<file path="src/rtl/byte_serial_add_ctrl_pkg.sv">
// Shared constants for the byte-serial adder: FSM encodings, default slice count
// and the signed-overflow helper.
package byte_serial_add_ctrl_pkg;

    localparam int unsigned NUM_BYTES_DEF = 4;
    localparam int unsigned SLICE_W       = 8;

    typedef enum logic [1:0] {
        ST_IDLE = 2'd0,
        ST_BUSY = 2'd1,
        ST_DONE = 2'd2
    } state_t;

    // Signed overflow: both operands agree in sign but the result does not.
    function automatic logic signed_ovf(input logic a_msb, input logic b_msb, input logic r_msb);
        return (a_msb == b_msb) && (r_msb != a_msb);
    endfunction

endpackage

</file>
<file path="src/rtl/byte_serial_add_ctrl_cla.sv">
// Eight-bit carry-lookahead slice: sum plus group generate/propagate so the caller
// can form the slice carry-out as G | (P & cin).
module eight_bit_cla
    import byte_serial_add_ctrl_pkg::*;
(
    input  logic [SLICE_W-1:0] i_a,
    input  logic [SLICE_W-1:0] i_b,
    input  logic               i_cin,
    output logic [SLICE_W-1:0] o_sum,
    output logic               o_g,
    output logic               o_p
);

    logic [SLICE_W-1:0] w_gen;
    logic [SLICE_W-1:0] w_prp;
    logic               w_c_acc;
    logic               w_g_acc;

    assign w_gen = i_a & i_b;
    assign w_prp = i_a ^ i_b;

    // Bit carries and group generate built from the per-bit generate/propagate terms.
    always_comb begin
        w_c_acc = i_cin;
        w_g_acc = 1'b0;
        o_sum   = {SLICE_W{1'b0}};
        for (int i = 0; i < SLICE_W; i++) begin
            o_sum[i] = w_prp[i] ^ w_c_acc;
            w_c_acc  = w_gen[i] | (w_prp[i] & w_c_acc);
            w_g_acc  = w_gen[i] | (w_prp[i] & w_g_acc);
        end
        o_g = w_g_acc;
        o_p = &w_prp;
    end

endmodule

</file>
<file path="src/rtl/byte_serial_add_ctrl.sv">
// Byte-serial add/subtract controller: one shared 8-bit CLA processes one byte
// slice per cycle, least significant slice first.
module byte_serial_add_ctrl
    import byte_serial_add_ctrl_pkg::*;
#(
    parameter int unsigned NUM_BYTES = NUM_BYTES_DEF
) (
    input  logic                   i_clk,
    input  logic                   i_rst,
    input  logic                   i_start,
    input  logic                   i_sub,
    input  logic [8*NUM_BYTES-1:0] i_op_a,
    input  logic [8*NUM_BYTES-1:0] i_op_b,
    output logic                   o_busy,
    output logic                   o_done,
    output logic [8*NUM_BYTES-1:0] o_result,
    output logic                   o_c_out,
    output logic                   o_overflow
);

    localparam int unsigned W     = SLICE_W * NUM_BYTES;
    localparam int unsigned IDX_W = (NUM_BYTES > 1) ? $clog2(NUM_BYTES) : 1;
    localparam logic [IDX_W-1:0] LAST_IDX = IDX_W'(NUM_BYTES - 1);

    state_t             r_state;
    state_t             w_next;
    logic               w_accept;
    logic [IDX_W-1:0]   r_idx;
    logic               r_carry;
    logic [W-1:0]       r_a;
    logic [W-1:0]       r_b;
    logic [W-1:0]       r_result;
    logic               r_c_out;
    logic               r_ovf;
    logic               r_busy;
    logic               r_done;

    logic [SLICE_W-1:0] w_a_byte;
    logic [SLICE_W-1:0] w_b_byte;
    logic [SLICE_W-1:0] w_sum;
    logic               w_g;
    logic               w_p;
    logic               w_carry_next;
    logic               w_last;

    assign w_a_byte     = r_a[SLICE_W*r_idx +: SLICE_W];
    assign w_b_byte     = r_b[SLICE_W*r_idx +: SLICE_W];
    assign w_carry_next = w_g | (w_p & r_carry);
    assign w_last       = (r_idx == LAST_IDX);

    eight_bit_cla u_cla (
        .i_a   (w_a_byte),
        .i_b   (w_b_byte),
        .i_cin (r_carry),
        .o_sum (w_sum),
        .o_g   (w_g),
        .o_p   (w_p)
    );

    // Next-state decode; start is only honoured from IDLE.
    always_comb begin
        w_next   = r_state;
        w_accept = 1'b0;
        case (r_state)
            ST_IDLE: begin
                if (i_start) begin
                    w_next   = ST_BUSY;
                    w_accept = 1'b1;
                end else begin
                    w_next   = ST_IDLE;
                end
            end
            ST_BUSY: begin
                if (w_last) begin
                    w_next = ST_DONE;
                end else begin
                    w_next = ST_BUSY;
                end
            end
            ST_DONE: w_next = ST_IDLE;
            default: w_next = ST_IDLE;
        endcase
    end

    // State register with busy/done registered from the next state.
    always_ff @(posedge i_clk or posedge i_rst) begin
        if (i_rst) begin
            r_state <= ST_IDLE;
            r_busy  <= 1'b0;
            r_done  <= 1'b0;
        end else begin
            r_state <= w_next;
            r_busy  <= (w_next == ST_BUSY);
            r_done  <= (w_next == ST_DONE);
        end
    end

    // Operand capture and one slice per BUSY cycle; B is pre-inverted for subtract.
    always_ff @(posedge i_clk or posedge i_rst) begin
        if (i_rst) begin
            r_idx    <= {IDX_W{1'b0}};
            r_carry  <= 1'b0;
            r_a      <= {W{1'b0}};
            r_b      <= {W{1'b0}};
            r_result <= {W{1'b0}};
            r_c_out  <= 1'b0;
            r_ovf    <= 1'b0;
        end else if (w_accept) begin
            r_a     <= i_op_a;
            r_b     <= i_op_b ^ {W{i_sub}};
            r_carry <= i_sub;
            r_idx   <= {IDX_W{1'b0}};
        end else if (r_state == ST_BUSY) begin
            r_result[SLICE_W*r_idx +: SLICE_W] <= w_sum;
            r_carry <= w_carry_next;
            if (w_last) begin
                r_c_out <= w_carry_next;
                r_ovf   <= signed_ovf(r_a[W-1], r_b[W-1], w_sum[SLICE_W-1]);
            end else begin
                r_idx <= r_idx + IDX_W'(1);
            end
        end
    end

    assign o_busy     = r_busy;
    assign o_done     = r_done;
    assign o_result   = r_result;
    assign o_c_out    = r_c_out;
    assign o_overflow = r_ovf;

endmodule

</file>
<file path="config.mk">
export PLATFORM = sky130hd
export DESIGN_NAME = byte_serial_add_ctrl
export DESIGN_NICKNAME = d
export VERILOG_FILES = /design/src/rtl/byte_serial_add_ctrl_pkg.sv /design/src/rtl/byte_serial_add_ctrl_cla.sv /design/src/rtl/byte_serial_add_ctrl.sv
export SDC_FILE = /design/constraint.sdc
export NUM_CORES = 1
export LEC_CHECK = 0
export ABC_AREA = 1
export CAP_MARGIN = 10
export CORE_MARGIN = 2
export CORE_UTILIZATION = 52
export CTS_CLUSTER_SIZE = 25
export DETAILED_ROUTE_END_ITERATION = 10
export GPL_TIMING_DRIVEN = 1
export PLACE_DENSITY = 0.8
export SLEW_MARGIN = 20
export SYNTH_ARGS = -nofsm -noshare
export SYNTH_HDL_FRONTEND = slang
export SYNTH_SLANG_ARGS = --single-unit
export TNS_END_PERCENT = 1
</file>
<file path="constraint.sdc">
create_clock -name i_clk -period 5.4 [get_ports i_clk]
set_input_delay 1.62 -clock i_clk [delete_from_list [all_inputs] [get_ports i_clk]]
set_output_delay 1.62 -clock i_clk [all_outputs]
set_load 0.05 [all_outputs]
</file>
==> results of run 1 <==
-- cell type report --
type	count	area (um2)	share of cell area [%]
Clock buffer	9	124	1.90
Clock inverter	7	61.3	0.939
Inverter	56	214	3.28
Multi-Input combinational cell	413	2260	34.7
Sequential cell	105	2630	40.3
Tap cell	133	166	2.55
Timing Repair Buffer	109	1070	16.4
-- sequential cells by signal (all words and copies together) (netlist names) --
register    count
r_a            32
r_b            32
o_busy          1
o_c_out         1
r_idx           2
o_result       32
r_state         2
o_done          1
r_carry         1
o_overflow      1
-- worst register-to-register path: cells and delay by family, from the launching register on --
family	cells	cell delay, ns
adders and majority gates	7	2.69
and+or+nand+nor	2	0.17
buffers and inverters	2	0.45
DFF	1	0.66
AOI/OAI and AO/OA	3	0.46
xor gates and xnor gates	1	0.33
-- synthesized netlist by cell type (2+ instances only) --
cell and instances:
buf_4 10, a21oi_1 13, inv_2 4, a32oi_1 12, xnor2_1 32, nor3_1 3
buf_2 15, nand3_1 6, fa_1 7, nand3_2 2, clkbuf_1 5, ha_1 13
dfrtp_1 105, nor2_1 29, o21ai_1 39, o22ai_1 5, o31ai_1 8, buf_6 4
nand2_1 171, o21ai_0 66, inv_1 51
-- worst max path at each step --
stage | slack [ns] | start | depth (start not counted) | to
2_1_floorplan | 1.02 | i_rst | 1 | o_busy$_DFF_PP0_
3_3_place_gp | 0.72 | r_idx[0]$_DFFE_PP0P_ | 15 | o_result[15]$_DFFE_PP0P_
3_5_place_dp | 0.62 | r_idx[0]$_DFFE_PP0P_ | 15 | o_result[15]$_DFFE_PP0P_
4_1_cts | 0.59 | r_idx[0]$_DFFE_PP0P_ | 15 | o_result[15]$_DFFE_PP0P_
5_1_grt | 0.16 | r_idx[0]$_DFFE_PP0P_ | 15 | o_result[15]$_DFFE_PP0P_
6_report | 0.53 | r_idx[0]$_DFFE_PP0P_ | 15 | o_result[15]$_DFFE_PP0P_
-- through the flow --
step,worst slack (ns),cells,util (%)
2_1_floorplan,1.02,609,-
3_5_place_dp,0.618,816,64.3
5_1_grt,0.157,832,66.2
4_1_cts,0.590,832,66.2
3_3_place_gp,0.723,816,64.3
6_report,0.528,832,66.2
-- cell families (layout without fill, tap and decap cells) --
group / count (synthesis) / after routing / synth area share [%]
and+or+nand+nor: 216 / 216 / 16.5
DFF: 105 / 105 / 49.4
xor gates and xnor gates: 33 / 33 / 5.43
buffers and inverters: 91 / 181 / 8.07
adders and majority gates: 20 / 20 / 5.69
AOI/OAI and AO/OA: 144 / 144 / 14.9
-- layer usage --
metal,vias up,wire [um]
met4,0,248
met5,-,0
met3,22,653
met2,168,5640
met1,2074,5520
li1,2135,-
-- power breakdown --
part	internal, mW	switching [mW]	total (mW)	leakage (nW)
registers	1.14	0.262	1.40	1.35
clock network	0.177	0.290	0.467	0.0888
logic	0.884	1.70	2.58	1.57
total	2.20	2.25	4.45	3.01
==> results.md, run 1 <==
* Inserted Diodes at 0
* Most Frequent Cell on Critical Path: fa_1
* First-pass DRT Iterations at 4
* Design area at between 0.006 and 0.007 mm2
* Mean number of vias per cell at 5.29
* Leakage at 3.01 nW
* Fmax at between 200 and 250 MHz
* Hold_sp: r_a[30]$_DFFE_PP0P_
* Buf/Inv on CP at 2
* Worst R2R End: o_result[15]$_DFFE_PP0P_
* Sum Neg Setup Slack at 0 ns
* Starting Density at 53.9%
* Cell variety after synth at 30
* FFs w/ async S/R, synth at 100%
* DRT antenna net count at 0
* Run status: complete, no violations
* Crit-path slowest cell: dfrtp_1
* Clk buf depth at 2
* Fill cells at between 800 and 900
* First-pass GRT wire length at 20200 um
* PwrDens at 682 mW/mm2
* CTS tree: yes
* Post-CTS Resized at 0
* Area leader, netlist: dfrtp_1
* Crit end category: flip-flop
* Cell Area, Synth at 0.00532 mm2
* Most frequent cells in the layout: nand2_1, dfrtp_1, clkdlybuf4s50_1
* Final max-slew violation count at 0
* Met3 usage at 3.81%
* Clock root buffer: clkbuf_8
* Worst r2r path cells at 15
* Input/output buffers at 103
* Skew-Pair Late Insertion Delay at 0.37 ns
* Most common flop cell mapped by yosys: dfrtp_1
* Layout cell share with drive strength beyond 1 at 5.01%
* Hold Buf Count CTS at 0
* Crit-path max FO at 27
* Least-Margin Pin Slew at 0.853 ns
* DP Area at ~0.0063 mm2
* Critical path's top delay family: adder cells
* Worst-path clk slew at 0.11 ns
* Startpoint types: flip-flop
* Critical Path RT at 5.65 ns
* Worst Path Arrival at 5.13 ns
* DP HPWL at 9250 um
* WHS at 0.498 ns
* EDFF count, synth at 0
* Final count of hold timing violations at 0
* Tot Pwr at 4.45 mW
* Num CTS Buffers at 9
* Slowest stage delay, CP at 0.66 ns
* Worst hold path type: flip-flop to flip-flop
* Max cap viols at 0
* Synth top area share at a little under 50%
* DRC viols at 0
* H-tree depth at 3
* Final wirelength at 12100 um
* Critical path class: flip-flop to flip-flop
* Clock skew at 0.0130 ns
* Rows at 36
* R2r startpoint: r_idx[0]$_DFFE_PP0P_
* Die width at 105 um
* Via Count at 4399
* Ys Warns at 0
* Final nets at around 800
* Min cycle time layout at 4.87 ns
* Synth area leaders: dfrtp_1, nand2_1, o21ai_0
* Post-synthesis sequential area ratio at 49.4%
* Worst rel slew slack at 43.1%
* Busiest grt layer: met2
* Die H at 105 um
* Global placer's final weighted congestion at 0.853
* Syn avg cell area at 8.74 um2
* Net Count, Synth at 697
* Ports at between 100 and 150
* Overflow after GRT at 0
* Global Route Usage Sum at 22.8%
* Vias in the first global route at between 4000 and 5000
* Die area at between 0.01 and 0.015 mm2
* Crit-path cells: clkinv_2, o21ai_0, o22ai_1, fa_1, inv_1, fa_1, fa_1, fa_1, fa_1, fa_1, fa_1, xor2_1, nor2_1, nand2_1, o21ai_0
* Met2 GRT Util at a little under two fifths
* Worst reg-to-reg setup slack at 0.53 ns
* Num Clock Sinks at 105
* Setup Fix Bufs, Post-CTS at 0
* Period utilization at 90.2%
* Initial antenna violation count at 0
* P&R area growth vs syn at 22.7%
* Avg WL per Cell at 14.5 um
* WHS Endpoint: r_a[30]$_DFFE_PP0P_
* Met1 usage at 31.3%
* Final Setup Violations at 0
* Core footprint at 0.00986 mm2
* Largest net degree at the start of global routing at 70
* RSZ-0062 raised after global routing: no
* WHS Path Cells at 2
* Gate Count Post-Synth at approximately 610
* FF+latch count, synth at about 110
* Commonest non-fill, non-tap cell in the layout: nand2_1
* Iteration-0 DRC Markers at between 300 and 400
* Worst vdd ir at roughly 0.0004 V
Note: power is estimated with default switching activity, not from simulation.
==> run 2, diff against run 1 <==
Settings changed: CORE_MARGIN 2 to 3.
==> results.md, run 2 (synthesized netlist as in run 1, its figures left out) <==
* Layout cell share with drive strength beyond 1 at 4.72% (-0.29 points)
* Post-CTS Resized at 0 (unchanged)
* Worst rel slew slack at 41.4% (-1.7 points)
* Startpoint types: flip-flop
* Worst setup margin at 0.553 ns (+0.0253 ns)
* Crit-path max FO at 23 (-15%)
* Run status: complete, no violations
* Starting Density at 53.9% (unchanged)
* First-pass GRT wire length at 20600 um (+2.2%)
* Setup Fix Bufs, Post-CTS at 0 (unchanged)
* Num CTS Buffers at 9 (unchanged)
* Critical path origin: r_idx[0]$_DFFE_PP0P_
* Hold_sp: r_a[1]$_DFFE_PP0P_
* Input/output buffers at 103 (unchanged)
* P&R area growth vs syn at 23.2%
* Final count of hold timing violations at 0 (unchanged)
* Overflow after GRT at 0 (unchanged)
* Vias in the first global route at 4298 (+1.9%)
* Clk buf depth at 2 (unchanged)
* Core footprint at 0.00986 mm2 (unchanged)
* Critical path's top delay family: adder cells
* Worst hold path type: flip-flop to flip-flop
* Rows at 36 (unchanged)
* Crit end category: flip-flop
* Global placer's final weighted congestion at 0.899 (+5.4%)
* Sum Neg Setup Slack at 0 ns (unchanged)
* Mean number of vias per cell at 5.28 (about the same)
* Max cap viols at 0 (unchanged)
* RSZ-0062 raised after global routing: no
* Clock root buffer: clkbuf_8
* First-pass DRT Iterations at 5 (+1)
* Crit-path slowest cell: dfrtp_1
* Worst Path Arrival at 5.09 ns (-0.04 ns)
* Inserted Diodes at 0 (unchanged)
* Iteration-0 DRC Markers at 247 (-20%)
* Final Setup Violations at 0 (unchanged)
* Via Count at 4397 (-0.045%)
* Slowest stage delay, CP at 0.64 ns (-0.02 ns)
* Die width at 107 um (+1.9%)
* Leakage at 3.02 nW (+0.35%)
* PwrDens at 688 mW/mm2 (+0.93%)
* Skew-Pair Late Insertion Delay at 0.36 ns (about the same)
* Avg WL per Cell at 14.9 um (+2.4%)
* Most frequent cells in the layout: nand2_1, dfrtp_1, clkdlybuf4s50_1
* Min cycle time layout at 4.85 ns (-0.0253 ns)
* Commonest non-fill, non-tap cell in the layout: nand2_1
* Hold Buf Count CTS at 0 (unchanged)
* Final nets at 782 (unchanged)
* Fmax at 206 MHz (+0.52%)
* Clock skew at 0.0124 ns (-0.000624 ns)
* Most Frequent Cell on Critical Path: fa_1
* Crit-path cells: clkinv_2, o21ai_0, o22ai_1, fa_1, inv_1, fa_1, fa_1, fa_1, fa_1, fa_1, fa_1, xor2_1, nor2_1, nand2_1, o21ai_1
* Worst vdd ir at 0.000347 V (-12%)
* Largest net degree at the start of global routing at 60 (-14%)
* DRT antenna net count at 0 (unchanged)
* Die area at 0.0115 mm2 (+3.8%)
* Critical Path RT at 5.64 ns (about the same)
* DRC viols at 0 (unchanged)
* Global Route Usage Sum at 22.5% (-0.32 points)
* Critical path class: flip-flop to flip-flop
* Final wirelength at 12400 um (+2.4%)
* Num Clock Sinks at 105 (unchanged)
* R2r startpoint: r_idx[0]$_DFFE_PP0P_
* Least-Margin Pin Slew at 0.879 ns (+0.0254 ns)
* Buf/Inv on CP at 2 (unchanged)
* CTS tree: yes
* H-tree depth at 3 (unchanged)
* Period utilization at 89.8% (-0.47 points)
* Initial antenna violation count at 0 (unchanged)
* Final max-slew violation count at 0 (unchanged)
* Setup WS pre-CTS at 0.674 ns (+0.0559 ns)
* DP HPWL at 9490 um (+2.6%)
* Worst-path clk slew at 0.09 ns (-0.02 ns)
* Die H at 107 um (+1.9%)
* Ports at 104 (unchanged)
==> run 2: cell types whose count changed in the layout (fill, tap and decap cells not counted), sizes merged <==
cell,before,now
inv,59,55
clkbuf,9,11
bufinv,0,2
==> run 2: area by class of cell <==
type                    count  area [um2]
clock buffers              11         131
clock inverters             5        80.1
fillers                   831        3310
inverters                  56         214
multi-input cells         413        2260
flip-flops and latches    105        2630
well taps                 133         166
repair buffers            109        1070
==> run 2: power breakdown <==
group | switching, mW | internal, mW | leakage (nW) | total [mW]
Clock | 0.255 | 0.261 | 0.0995 | 0.516
Combinational | 1.71 | 0.884 | 1.57 | 2.60
Sequential | 0.256 | 1.14 | 1.35 | 1.40
Total | 2.22 | 2.29 | 3.02 | 4.51
==> run 2: final timing paths <==
kind | to | slack, ns | cells after the start
setup / recovery | o_result[31]$_DFFE_PP0P_ | 0.55 | 15
hold / removal | r_a[1]$_DFFE_PP0P_ | 0.49 | 2
setup reg to reg | o_result[31]$_DFFE_PP0P_ | 0.55 | 15
hold reg to reg | r_a[1]$_DFFE_PP0P_ | 0.49 | 2
max in group asynchronous | r_b[14]$_DFFE_PP0P_ | 3.11 | 3
min in group asynchronous | o_result[17]$_DFFE_PP0P_ | 1.46 | 2
==> run 2: through the flow <==
step,total power [mW],instance area (um2),hold slack [ns],std cells,utilization (%)
global placement,3.91,6340,0.472,816,64.3
floorplan,3.24,5320,0.444,609,-
global route,4.88,6550,0.521,832,66.4
CTS,4.52,6550,0.497,832,66.4
finish,4.51,6550,0.495,832,66.4
detailed placement,3.99,6340,0.473,816,64.3
==> run 2: layer usage <==
layer  track usage (%)  routed length, um  vias to the layer above
li1                  -                  -                     2137
met5                 0                  0                        -
met1              30.7               5580                     2071
met4              7.85                297                        0
met3              3.91                739                       28
met2              36.3               5740                      161
==> run 2: tightest hold or removal path: stages, from the launching register on <==
cell and delay, ns:
dfrtp_1 0.36, nand2_1 0.05, nand2_1 0.06
